$ cat src/rtl/decode_pkg.sv
// Shared definitions for the decode stage.
//   - RV32/RV64 major opcodes
//   - widths and bit positions of the one-hot info vectors (MSB first)
//   - immediate-format enum, decoded-instruction struct, illegal default
//   - small ALU-op lookup helpers shared by the I- and R-type decoders
package decode_pkg;

  localparam int OPC_W = 12;
  localparam int ALU_W = 28;
  localparam int BR_W  = 6;
  localparam int LS_W  = 11;

  localparam logic [6:0] OPC_LUI     = 7'b0110111;
  localparam logic [6:0] OPC_AUIPC   = 7'b0010111;
  localparam logic [6:0] OPC_JAL     = 7'b1101111;
  localparam logic [6:0] OPC_JALR    = 7'b1100111;
  localparam logic [6:0] OPC_BRANCH  = 7'b1100011;
  localparam logic [6:0] OPC_LOAD    = 7'b0000011;
  localparam logic [6:0] OPC_STORE   = 7'b0100011;
  localparam logic [6:0] OPC_OPIMM   = 7'b0010011;
  localparam logic [6:0] OPC_OPIMM32 = 7'b0011011;
  localparam logic [6:0] OPC_OP      = 7'b0110011;
  localparam logic [6:0] OPC_OP32    = 7'b0111011;
  localparam logic [6:0] OPC_SYSTEM  = 7'b1110011;

  // opcode_info bit positions
  localparam int OI_LUI = 11, OI_AUIPC = 10, OI_JAL = 9, OI_JALR = 8;
  localparam int OI_BRANCH = 7, OI_LOAD = 6, OI_STORE = 5, OI_ALU_IMM = 4;
  localparam int OI_ALU_IMMW = 3, OI_ALU_REG = 2, OI_ALU_REGW = 1, OI_SYSTEM = 0;

  // alu_info bit positions
  localparam int AI_ADD = 27, AI_SUB = 26, AI_SLL = 25, AI_SLT = 24, AI_SLTU = 23;
  localparam int AI_XOR = 22, AI_SRL = 21, AI_SRA = 20, AI_OR = 19, AI_AND = 18;
  localparam int AI_ADDW = 17, AI_SUBW = 16, AI_SLLW = 15, AI_SRLW = 14, AI_SRAW = 13;
  localparam int AI_MUL = 12;   // mul..remu occupy 12 downto 5 in funct3 order
  localparam int AI_MULW = 4;
  localparam int AI_DIVW = 3;   // divw..remuw occupy 3 downto 0

  // All word-sized (W) ALU ops
  localparam logic [ALU_W-1:0] ALU_W_MASK = 28'h003E01F;

  // branch_info / ls_info bit positions
  localparam int BI_BEQ = 5, BI_BLT = 3;
  localparam int LI_LB = 10, LI_SB = 3;

  typedef enum logic [2:0] {IMM_NONE, IMM_I, IMM_S, IMM_B, IMM_U, IMM_J} imm_e;

  typedef struct packed {
    logic [OPC_W-1:0] opc;
    logic [ALU_W-1:0] alu;
    logic [BR_W-1:0]  br;
    logic [LS_W-1:0]  ls;
    imm_e             imm;
    logic             writes_rd;
    logic             illegal;
  } dec_t;

  localparam dec_t DEC_ILLEGAL = '{opc: '0, alu: '0, br: '0, ls: '0, imm: IMM_NONE,
                                   writes_rd: 1'b0, illegal: 1'b1};

  // Base-ISA ALU op from funct3; arith selects sub/sra
  function automatic int alu_base(input logic [2:0] f3, input logic arith);
    int idx;
    case (f3)
      3'b000:  idx = arith ? AI_SUB : AI_ADD;
      3'b001:  idx = AI_SLL;
      3'b010:  idx = AI_SLT;
      3'b011:  idx = AI_SLTU;
      3'b100:  idx = AI_XOR;
      3'b101:  idx = arith ? AI_SRA : AI_SRL;
      3'b110:  idx = AI_OR;
      default: idx = AI_AND;
    endcase
    return idx;
  endfunction

  // Word ALU op from funct3; unsupported funct3 values are rejected by the caller
  function automatic int alu_w_base(input logic [2:0] f3, input logic arith);
    int idx;
    case (f3)
      3'b001:  idx = AI_SLLW;
      3'b101:  idx = arith ? AI_SRAW : AI_SRLW;
      default: idx = arith ? AI_SUBW : AI_ADDW;
    endcase
    return idx;
  endfunction

endpackage

$ cat src/rtl/decode_regfile.sv
// Integer register file for the decode stage.
//   clk_i, rst_i         clock, synchronous active-high reset (clears all registers)
//   we_i/wa_i/wd_i       write port (writes to x0 ignored)
//   ra1_i/ra2_i          read addresses
//   rd1_o/rd2_o          combinational read data; x0 reads 0, same-cycle write is forwarded
module decode_regfile #(
  parameter int XLEN = 64
) (
  input  logic            clk_i,
  input  logic            rst_i,
  input  logic            we_i,
  input  logic [4:0]      wa_i,
  input  logic [XLEN-1:0] wd_i,
  input  logic [4:0]      ra1_i,
  input  logic [4:0]      ra2_i,
  output logic [XLEN-1:0] rd1_o,
  output logic [XLEN-1:0] rd2_o
);

  logic [XLEN-1:0] regs_q [32];

  always_ff @(posedge clk_i) begin
    if (rst_i) begin
      for (int i = 0; i < 32; i++) regs_q[i] <= '0;
    end else if (we_i && (wa_i != 5'd0)) begin
      regs_q[wa_i] <= wd_i;
    end
  end

  always_comb begin
    rd1_o = '0;
    rd2_o = '0;
    if (ra1_i != 5'd0) rd1_o = (we_i && (wa_i == ra1_i)) ? wd_i : regs_q[ra1_i];
    if (ra2_i != 5'd0) rd2_o = (we_i && (wa_i == ra2_i)) ? wd_i : regs_q[ra2_i];
  end

endmodule

$ cat src/rtl/decode_stage.sv
// Registered RV32/RV64 decode stage with RAW scoreboard.
//   clk, rst                  clock, synchronous active-high reset
//   in_valid/in_ready         fetch handshake; in_instr, in_pc
//   wb_wen/wb_rd/wb_wdata     write-back port (register file + scoreboard clear)
//   flush                     kills the held entry, blocks acceptance this cycle
//   out_valid/out_ready       execute handshake
//   out_pc, out_*_info        registered PC and one-hot decode vectors
//   out_rs1_data/rs2_data     operands, out_imm sign-extended immediate
//   out_rd, out_need_rd       destination and "writes a non-zero rd"
//   out_illegal               unsupported encoding (info vectors forced to 0)
module decode_stage
  import decode_pkg::*;
#(
  parameter int XLEN = 64,
  parameter bit EN_M = 1'b1
) (
  input  logic             clk,
  input  logic             rst,
  input  logic             in_valid,
  output logic             in_ready,
  input  logic [31:0]      in_instr,
  input  logic [XLEN-1:0]  in_pc,
  input  logic             wb_wen,
  input  logic [4:0]       wb_rd,
  input  logic [XLEN-1:0]  wb_wdata,
  input  logic             flush,
  output logic             out_valid,
  input  logic             out_ready,
  output logic [XLEN-1:0]  out_pc,
  output logic [OPC_W-1:0] out_opcode_info,
  output logic [ALU_W-1:0] out_alu_info,
  output logic [BR_W-1:0]  out_branch_info,
  output logic [LS_W-1:0]  out_ls_info,
  output logic [XLEN-1:0]  out_rs1_data,
  output logic [XLEN-1:0]  out_rs2_data,
  output logic [XLEN-1:0]  out_imm,
  output logic [4:0]       out_rd,
  output logic             out_need_rd,
  output logic             out_illegal
);

  localparam bit RV32 = (XLEN == 32);

  function automatic logic [XLEN-1:0] imm_of(input imm_e k, input logic [31:0] ins);
    logic [XLEN-1:0] r;
    case (k)
      IMM_I:   r = XLEN'($signed(ins[31:20]));
      IMM_S:   r = XLEN'($signed({ins[31:25], ins[11:7]}));
      IMM_B:   r = XLEN'($signed({ins[31], ins[7], ins[30:25], ins[11:8], 1'b0}));
      IMM_U:   r = XLEN'($signed({ins[31:12], 12'b0}));
      IMM_J:   r = XLEN'($signed({ins[31], ins[19:12], ins[20], ins[30:21], 1'b0}));
      default: r = '0;
    endcase
    return r;
  endfunction

  function automatic dec_t decode(input logic [31:0] ins);
    dec_t       d;
    logic [2:0] f3;
    logic [6:0] f7;
    logic       ok;
    d  = '0;
    ok = 1'b1;
    f3 = ins[14:12];
    f7 = ins[31:25];
    case (ins[6:0])
      OPC_LUI:   begin d.opc[OI_LUI] = 1'b1; d.imm = IMM_U; d.writes_rd = 1'b1; end
      OPC_AUIPC: begin d.opc[OI_AUIPC] = 1'b1; d.imm = IMM_U; d.writes_rd = 1'b1; end
      OPC_JAL:   begin d.opc[OI_JAL] = 1'b1; d.imm = IMM_J; d.writes_rd = 1'b1; end
      OPC_JALR: begin
        d.opc[OI_JALR] = 1'b1; d.imm = IMM_I; d.writes_rd = 1'b1;
        ok = (f3 == 3'b000);
      end
      OPC_BRANCH: begin
        d.opc[OI_BRANCH] = 1'b1; d.imm = IMM_B;
        ok = (f3[2:1] != 2'b01);
        d.br[f3[2] ? (BI_BLT - int'(f3[1:0])) : (BI_BEQ - int'(f3[0]))] = 1'b1;
      end
      OPC_LOAD: begin
        d.opc[OI_LOAD] = 1'b1; d.imm = IMM_I; d.writes_rd = 1'b1;
        d.ls[LI_LB - int'(f3)] = 1'b1;
        // ld and lwu only exist on RV64
        ok = (f3 != 3'b111) && !(RV32 && ((f3 == 3'b011) || (f3 == 3'b110)));
      end
      OPC_STORE: begin
        d.opc[OI_STORE] = 1'b1; d.imm = IMM_S;
        d.ls[LI_SB - int'(f3[1:0])] = 1'b1;
        ok = !f3[2] && !(RV32 && (f3 == 3'b011));
      end
      OPC_OPIMM: begin
        d.opc[OI_ALU_IMM] = 1'b1; d.imm = IMM_I; d.writes_rd = 1'b1;
        d.alu[alu_base(f3, (f3 == 3'b101) && ins[30])] = 1'b1;
        // Shift amounts are 6 bits on RV64; shamt[5] must be 0 on RV32
        if (f3 == 3'b001)
          ok = (ins[31:26] == 6'b000000) && !(RV32 && ins[25]);
        else if (f3 == 3'b101)
          ok = ((ins[31:26] == 6'b000000) || (ins[31:26] == 6'b010000)) && !(RV32 && ins[25]);
      end
      OPC_OPIMM32: begin
        d.opc[OI_ALU_IMMW] = 1'b1; d.imm = IMM_I; d.writes_rd = 1'b1;
        d.alu[alu_w_base(f3, (f3 == 3'b101) && ins[30])] = 1'b1;
        ok = !RV32;
        case (f3)
          3'b000:  ;
          3'b001:  ok = ok && (f7 == 7'h00);
          3'b101:  ok = ok && ((f7 == 7'h00) || (f7 == 7'h20));
          default: ok = 1'b0;
        endcase
      end
      OPC_OP: begin
        d.opc[OI_ALU_REG] = 1'b1; d.writes_rd = 1'b1;
        case (f7)
          7'h00: d.alu[alu_base(f3, 1'b0)] = 1'b1;
          7'h20: begin
            d.alu[alu_base(f3, 1'b1)] = 1'b1;
            ok = (f3 == 3'b000) || (f3 == 3'b101);
          end
          7'h01: begin
            d.alu[AI_MUL - int'(f3)] = 1'b1;
            ok = EN_M;
          end
          default: ok = 1'b0;
        endcase
      end
      OPC_OP32: begin
        d.opc[OI_ALU_REGW] = 1'b1; d.writes_rd = 1'b1;
        ok = !RV32;
        case (f7)
          7'h00: begin
            d.alu[alu_w_base(f3, 1'b0)] = 1'b1;
            ok = ok && ((f3 == 3'b000) || (f3 == 3'b001) || (f3 == 3'b101));
          end
          7'h20: begin
            d.alu[alu_w_base(f3, 1'b1)] = 1'b1;
            ok = ok && ((f3 == 3'b000) || (f3 == 3'b101));
          end
          7'h01: begin
            // mulw at funct3 0, divw..remuw at funct3 4..7
            d.alu[(f3 == 3'b000) ? AI_MULW : (AI_DIVW + 4 - int'(f3))] = 1'b1;
            ok = ok && EN_M && ((f3 == 3'b000) || f3[2]);
          end
          default: ok = 1'b0;
        endcase
      end
      OPC_SYSTEM: begin
        d.opc[OI_SYSTEM] = 1'b1; d.imm = IMM_I;
        d.writes_rd = (f3 != 3'b000);  // only CSR forms write rd
        ok = (f3 != 3'b100);
      end
      default: ok = 1'b0;
    endcase
    if (!ok) d = DEC_ILLEGAL;
    if (RV32) d.alu = d.alu & ~ALU_W_MASK;
    return d;
  endfunction

  dec_t            dec;
  logic [4:0]      rs1, rs2, rd;
  logic            need_rs1, need_rs2, need_rd;
  logic            hz1, hz2, accept, issue;
  logic [XLEN-1:0] rs1_data, rs2_data;

  logic             vld_q, vld_d;
  logic [31:0]      sb_q, sb_d;
  logic [XLEN-1:0]  pc_q, rs1_q, rs2_q, imm_q;
  logic [OPC_W-1:0] opc_q;
  logic [ALU_W-1:0] alu_q;
  logic [BR_W-1:0]  br_q;
  logic [LS_W-1:0]  ls_q;
  logic [4:0]       rd_q;
  logic             need_rd_q, illegal_q;

  assign rs1 = in_instr[19:15];
  assign rs2 = in_instr[24:20];
  assign rd  = in_instr[11:7];
  assign dec = decode(in_instr);

  assign need_rs1 = !(dec.opc[OI_LUI] || dec.opc[OI_AUIPC] || dec.opc[OI_JAL]);
  assign need_rs2 = dec.opc[OI_ALU_REG] || dec.opc[OI_ALU_REGW] || dec.opc[OI_BRANCH]
                 || dec.opc[OI_STORE];
  assign need_rd  = dec.writes_rd && (rd != 5'd0);

  decode_regfile #(.XLEN(XLEN)) u_rf (
    .clk_i (clk),
    .rst_i (rst),
    .we_i  (wb_wen),
    .wa_i  (wb_rd),
    .wd_i  (wb_wdata),
    .ra1_i (rs1),
    .ra2_i (rs2),
    .rd1_o (rs1_data),
    .rd2_o (rs2_data)
  );

  // A source is busy if pending in the scoreboard or produced by the held entry,
  // unless this cycle's write-back delivers it (the regfile forwards that value).
  always_comb begin
    hz1 = need_rs1 && (rs1 != 5'd0)
       && (sb_q[rs1] || (vld_q && need_rd_q && (rd_q == rs1)))
       && !(wb_wen && (wb_rd == rs1));
    hz2 = need_rs2 && (rs2 != 5'd0)
       && (sb_q[rs2] || (vld_q && need_rd_q && (rd_q == rs2)))
       && !(wb_wen && (wb_rd == rs2));
  end

  assign in_ready = !rst && !flush && (!vld_q || out_ready) && !hz1 && !hz2;
  assign accept   = in_valid && in_ready;
  // A flushed entry is killed, so it never counts as issued
  assign issue    = vld_q && out_ready && !flush;

  always_comb begin
    vld_d = vld_q;
    if (accept)                  vld_d = 1'b1;
    else if (out_ready || flush) vld_d = 1'b0;
  end

  // Set after clear so a same-cycle issue and write-back to one register leaves it pending
  always_comb begin
    sb_d = sb_q;
    if (wb_wen)             sb_d[wb_rd] = 1'b0;
    if (issue && need_rd_q) sb_d[rd_q]  = 1'b1;
    sb_d[0] = 1'b0;
  end

  // ---- decode -> output register boundary ----
  always_ff @(posedge clk) begin
    if (rst) begin
      vld_q     <= 1'b0;
      sb_q      <= '0;
      pc_q      <= '0;
      opc_q     <= '0;
      alu_q     <= '0;
      br_q      <= '0;
      ls_q      <= '0;
      rs1_q     <= '0;
      rs2_q     <= '0;
      imm_q     <= '0;
      rd_q      <= '0;
      need_rd_q <= 1'b0;
      illegal_q <= 1'b0;
    end else begin
      vld_q <= vld_d;
      sb_q  <= sb_d;
      if (accept) begin
        pc_q      <= in_pc;
        opc_q     <= dec.opc;
        alu_q     <= dec.alu;
        br_q      <= dec.br;
        ls_q      <= dec.ls;
        rs1_q     <= rs1_data;
        rs2_q     <= rs2_data;
        imm_q     <= imm_of(dec.imm, in_instr);
        rd_q      <= rd;
        need_rd_q <= need_rd;
        illegal_q <= dec.illegal;
      end
    end
  end

  assign out_valid       = vld_q;
  assign out_pc          = pc_q;
  assign out_opcode_info = opc_q;
  assign out_alu_info    = alu_q;
  assign out_branch_info = br_q;
  assign out_ls_info     = ls_q;
  assign out_rs1_data    = rs1_q;
  assign out_rs2_data    = rs2_q;
  assign out_imm         = imm_q;
  assign out_rd          = rd_q;
  assign out_need_rd     = need_rd_q;
  assign out_illegal     = illegal_q;

endmodule

$ cat config.mk
export PLATFORM = sky130hd
export DESIGN_NAME = decode_stage
export DESIGN_NICKNAME = d
export VERILOG_FILES = /design/src/rtl/decode_pkg.sv /design/src/rtl/decode_regfile.sv /design/src/rtl/decode_stage.sv
export SDC_FILE = /design/constraint.sdc
export NUM_CORES = 2
export LEC_CHECK = 0
export CORE_MARGIN = 2
export CORE_UTILIZATION = 35
export DETAILED_ROUTE_END_ITERATION = 6
export DONT_BUFFER_PORTS = 1
export GPL_ROUTABILITY_DRIVEN = 0
export PLACE_DENSITY_LB_ADDON = 0.3
export SLEW_MARGIN = 20
export SYNTH_ARGS = -nofsm -noshare
export SYNTH_HDL_FRONTEND = slang
export SYNTH_SLANG_ARGS = --single-unit
$ cat constraint.sdc
create_clock -name clk -period 8.34 [get_ports clk]
set_input_delay 0.417 -clock clk [delete_from_list [all_inputs] [get_ports clk]]
set_output_delay 0.417 -clock clk [all_outputs]
set_load 0.02 [all_outputs]
==> impl_metrics.toml <==
[finish]
finalNonFillerCells = 13529
area_delta_synth_final_pct = 13.7
drive_gt1_share_pct = 22.3
post-route-util_pct = 40.0
nets = 8703
final_common_cell = "edfxtp_1"
most-common-layout-cells = "2048 x edfxtp_1, 1988 x and2_1, 1117 x mux4_2"
finish.instance_area_um2 = 141000

[global_routing]
globalRouteTotalUtil_pct = 26.8
antenna_found_initial = 76
grt-ovfl-total = 0
grt_pass1_wl_mm = 672
grtUsageMet1_pct = 35.2
grt.busiest_layer = "met2"
grt_max_degree = 520
grtUsageMet3_pct = 7.72
grt_pass1_vias = 81887
grt_use_met2_pct = 41.5

[timing]
fin_skew_ns = 0.0510
fin_crit_ns = 5.54
setup-tns-final_ns = 0
finalCritPeriodShare_pct = 66.4
hold_violations = 1
holdWs_ns = -0.00208
rsz0062_at_grt = "no"
slew_headroom_pct = -3.37
tightestPinTransition_ns = 1.55
setup_viol = 0
fmax_mhz = 180
slew_violations = 86

[clock_tree]
cts_tree = "yes"
clockBufferDepth = 4
cts_buffers = 280
cts_sinks = 2368
cts_max_level = 5
clk_pin_slew_worst_paths_ns = 0.06
worstSkewPairLatency_ns = 0.94
root_buffer = "clkbuf_16"

[detailed_routing]
avgViaCountPerCell = 6.16
ant_nets = 0
wl_mm = 492
drt_iter0_markers = 13886
vias = 83371
firstDrtPassIters = 6
drc = 0
wl_per_cell_um = 36.4

[synthesis]
synth_cell_type_count = 77
netlist_instances = 8635
synthArstFlopShare_pct = 0
syn_area_per_cell_um2 = 14.4
synth_area_leaders = "edfxtp_1 50%, mux4_2 20%, and2_1 10%"
ys_ff_latch = 2368
yosysTopAreaCell = "edfxtp_1"
synth_area_um2 = 124000
seq_area_frac_synth_pct = 54.7
synth_warnings = 0
ys.flop_type = "edfxtp_1"
synth_edf_count = 2048
synth_top_area_share_pct = 49.6

[floorplan]
dieArea_um2 = 359000
core_um2 = 353000
start_util_pct = 35.2
die_h_um = 599
io_pins = 493
die_w_um = 599
num_rows = 218

[power]
vdd_drop_max_uv = 164
powerDensity_nw_per_um2 = 210
leakage_uw = 0.0491

[critical_path]
crit_family = "buffers and inverters"
cp_cell_sequence = "dlygate4sd3_1 > or2_2 > inv_1 > ha_1 > inv_1 > a21o_1 > a221oi_1 > nor4b_4 > o211ai_4 > buf_12 > buf_4 > mux2_4 > dlygate4sd3_1"
cp.buffers_inverters = 6
slowest_delay_ns = 0.86
crit_slowest_cell = "dlygate4sd3_1"
cp-start-kind = "primary input"
arrival_ns = 6.32
path_class = "in -> reg"
worstPathRequired_ns = 9.12
cp_max_fo = 32
endpoint_kind = "flop"

[status]
outcome = "complete, but fails checks"
violations = "negative hold slack, max-slew violations"

[min_path]
hold_class = "in -> reg"

[place]
dp.cells = 12697
port_buffers = 0
placed_area_um2 = 129000
dp.final_hpwl_mm = 257

[job]
maxCapViolations = 0
[flip-flops by register name (all words and copies together) (netlist names)]
| register | cells |
|---|---|
| out_opcode_info | 12 |
| out_alu_info | 28 |
| out_valid | 1 |
| out_pc | 64 |
| out_rd | 5 |
| out_illegal | 1 |
| out_rs2_data | 64 |
| out_rs1_data | 64 |
| u_rf.regs_q | 2048 |
| out_branch_info | 6 |
| sb_q | 31 |
| out_imm | 32 |
| out_ls_info | 11 |
| out_need_rd | 1 |
[cells by family after synthesis]
| family | after synthesis | synth area share (%) |
|---|---|---|
| adders and majority gates | 5 | 0.0504 |
| xor gates and xnor gates | 20 | 0.141 |
| other | 1 | 0.00302 |
| DFF | 2368 | 54.7 |
| buffers and inverters | 949 | 3.15 |
| muxes | 1648 | 24.8 |
| and+or+nand+nor | 3116 | 14.2 |
| AOI/OAI and AO/OA | 528 | 2.92 |
[worst reg2reg max path: stages, from the launching register on]
cell	delay, ns
dfxtp_1	0.84
xnor2_1	0.19
nand4_1	0.11
or3_1	0.42
o2111a_1	0.17
or3_1	0.48
o211ai_4	0.62
buf_12	0.36
buf_4	0.56
mux2_4	0.35
dlygate4sd3_1	0.55
[final cells by class]
| type | count | area (um2) |
|---|---|---|
| Tap cell | 4730 | 5920 |
| Timing Repair Buffer | 475 | 4880 |
| Clock buffer | 372 | 7730 |
| Antenna cell | 48 | 120 |
| Clock inverter | 134 | 1200 |
| Fill cell | 32095 | 212000 |
| Multi-Input combinational cell | 5381 | 53100 |
| Inverter | 21 | 106 |
| Sequential cell | 2368 | 67900 |
[layer usage]
| layer | routed length (um) | up-vias |
|---|---|---|
| met3 | 65300 | 1148 |
| met5 | 146 | - |
| met2 | 223000 | 6292 |
| met1 | 181000 | 43362 |
| li1 | - | 32547 |
| met4 | 22900 | 22 |
[metrics by stage]
step | total power (uW) | setup slack [ns] | hold slack (ns)
3_3_place_gp | 16900 | 3.16 | 0.474
6_report | 29600 | 2.80 | -0.00208
5_1_grt | 30300 | 2.74 | 0.0144
3_5_place_dp | 17100 | 2.93 | 0.479
4_1_cts | 29600 | 2.97 | 0.000567
2_1_floorplan | 16200 | 1.85 | 0.451
[cells in the mapped netlist (5+ instances only)]
cell / instances
nand3_1: 171
a21oi_1: 89
a221oi_1: 65
xnor2_1: 10
nor2_1: 68
and2_1: 1988
o22ai_1: 10
mux4_2: 1117
inv_1: 20
mux2_4: 33
mux2_2: 56
ha_1: 5
mux2i_1: 440
buf_4: 44
nor3b_1: 7
o21ai_0: 115
o31ai_1: 7
or3_1: 9
dfxtp_1: 320
o211ai_1: 101
clkbuf_1: 702
o221ai_1: 31
buf_1: 54
edfxtp_1: 2048
nand3b_1: 8
nor4_1: 11
nor2b_1: 89
xor2_1: 10
buf_2: 124
nand2_1: 610
a21o_1: 25
nand4_1: 78
a22oi_1: 42
nand2b_1: 14
nor3_1: 32
and3b_1: 5
[report_power, final]
part           total [uW]  switching, uW  leakage [uW]  internal [uW]
clock               12300           5270       0.00437           7020
sequential          14000            473        0.0221          13500
combinational        3360           1920        0.0226           1440
[timing repair]
item	in CTS	in global routing
setup buffers	0	0
endpoints found under the hold margin	2351	0
setup endpoints to repair	0	0
hold buffers	266	0
resized for setup	0	0
[path summary, 6_finish.rpt]
check,slack [ns],end,depth (start not counted),start
max,2.80,out_pc[62],13,in_instr[12]
min,-0.002,out_rs2_data[0],2,wb_wdata[0]
max reg2reg,3.58,out_pc[62],10,out_rd[4]
min reg2reg,0.49,sb_q[11],2,sb_q[11]
Note: power is estimated with default switching activity, not from simulation.
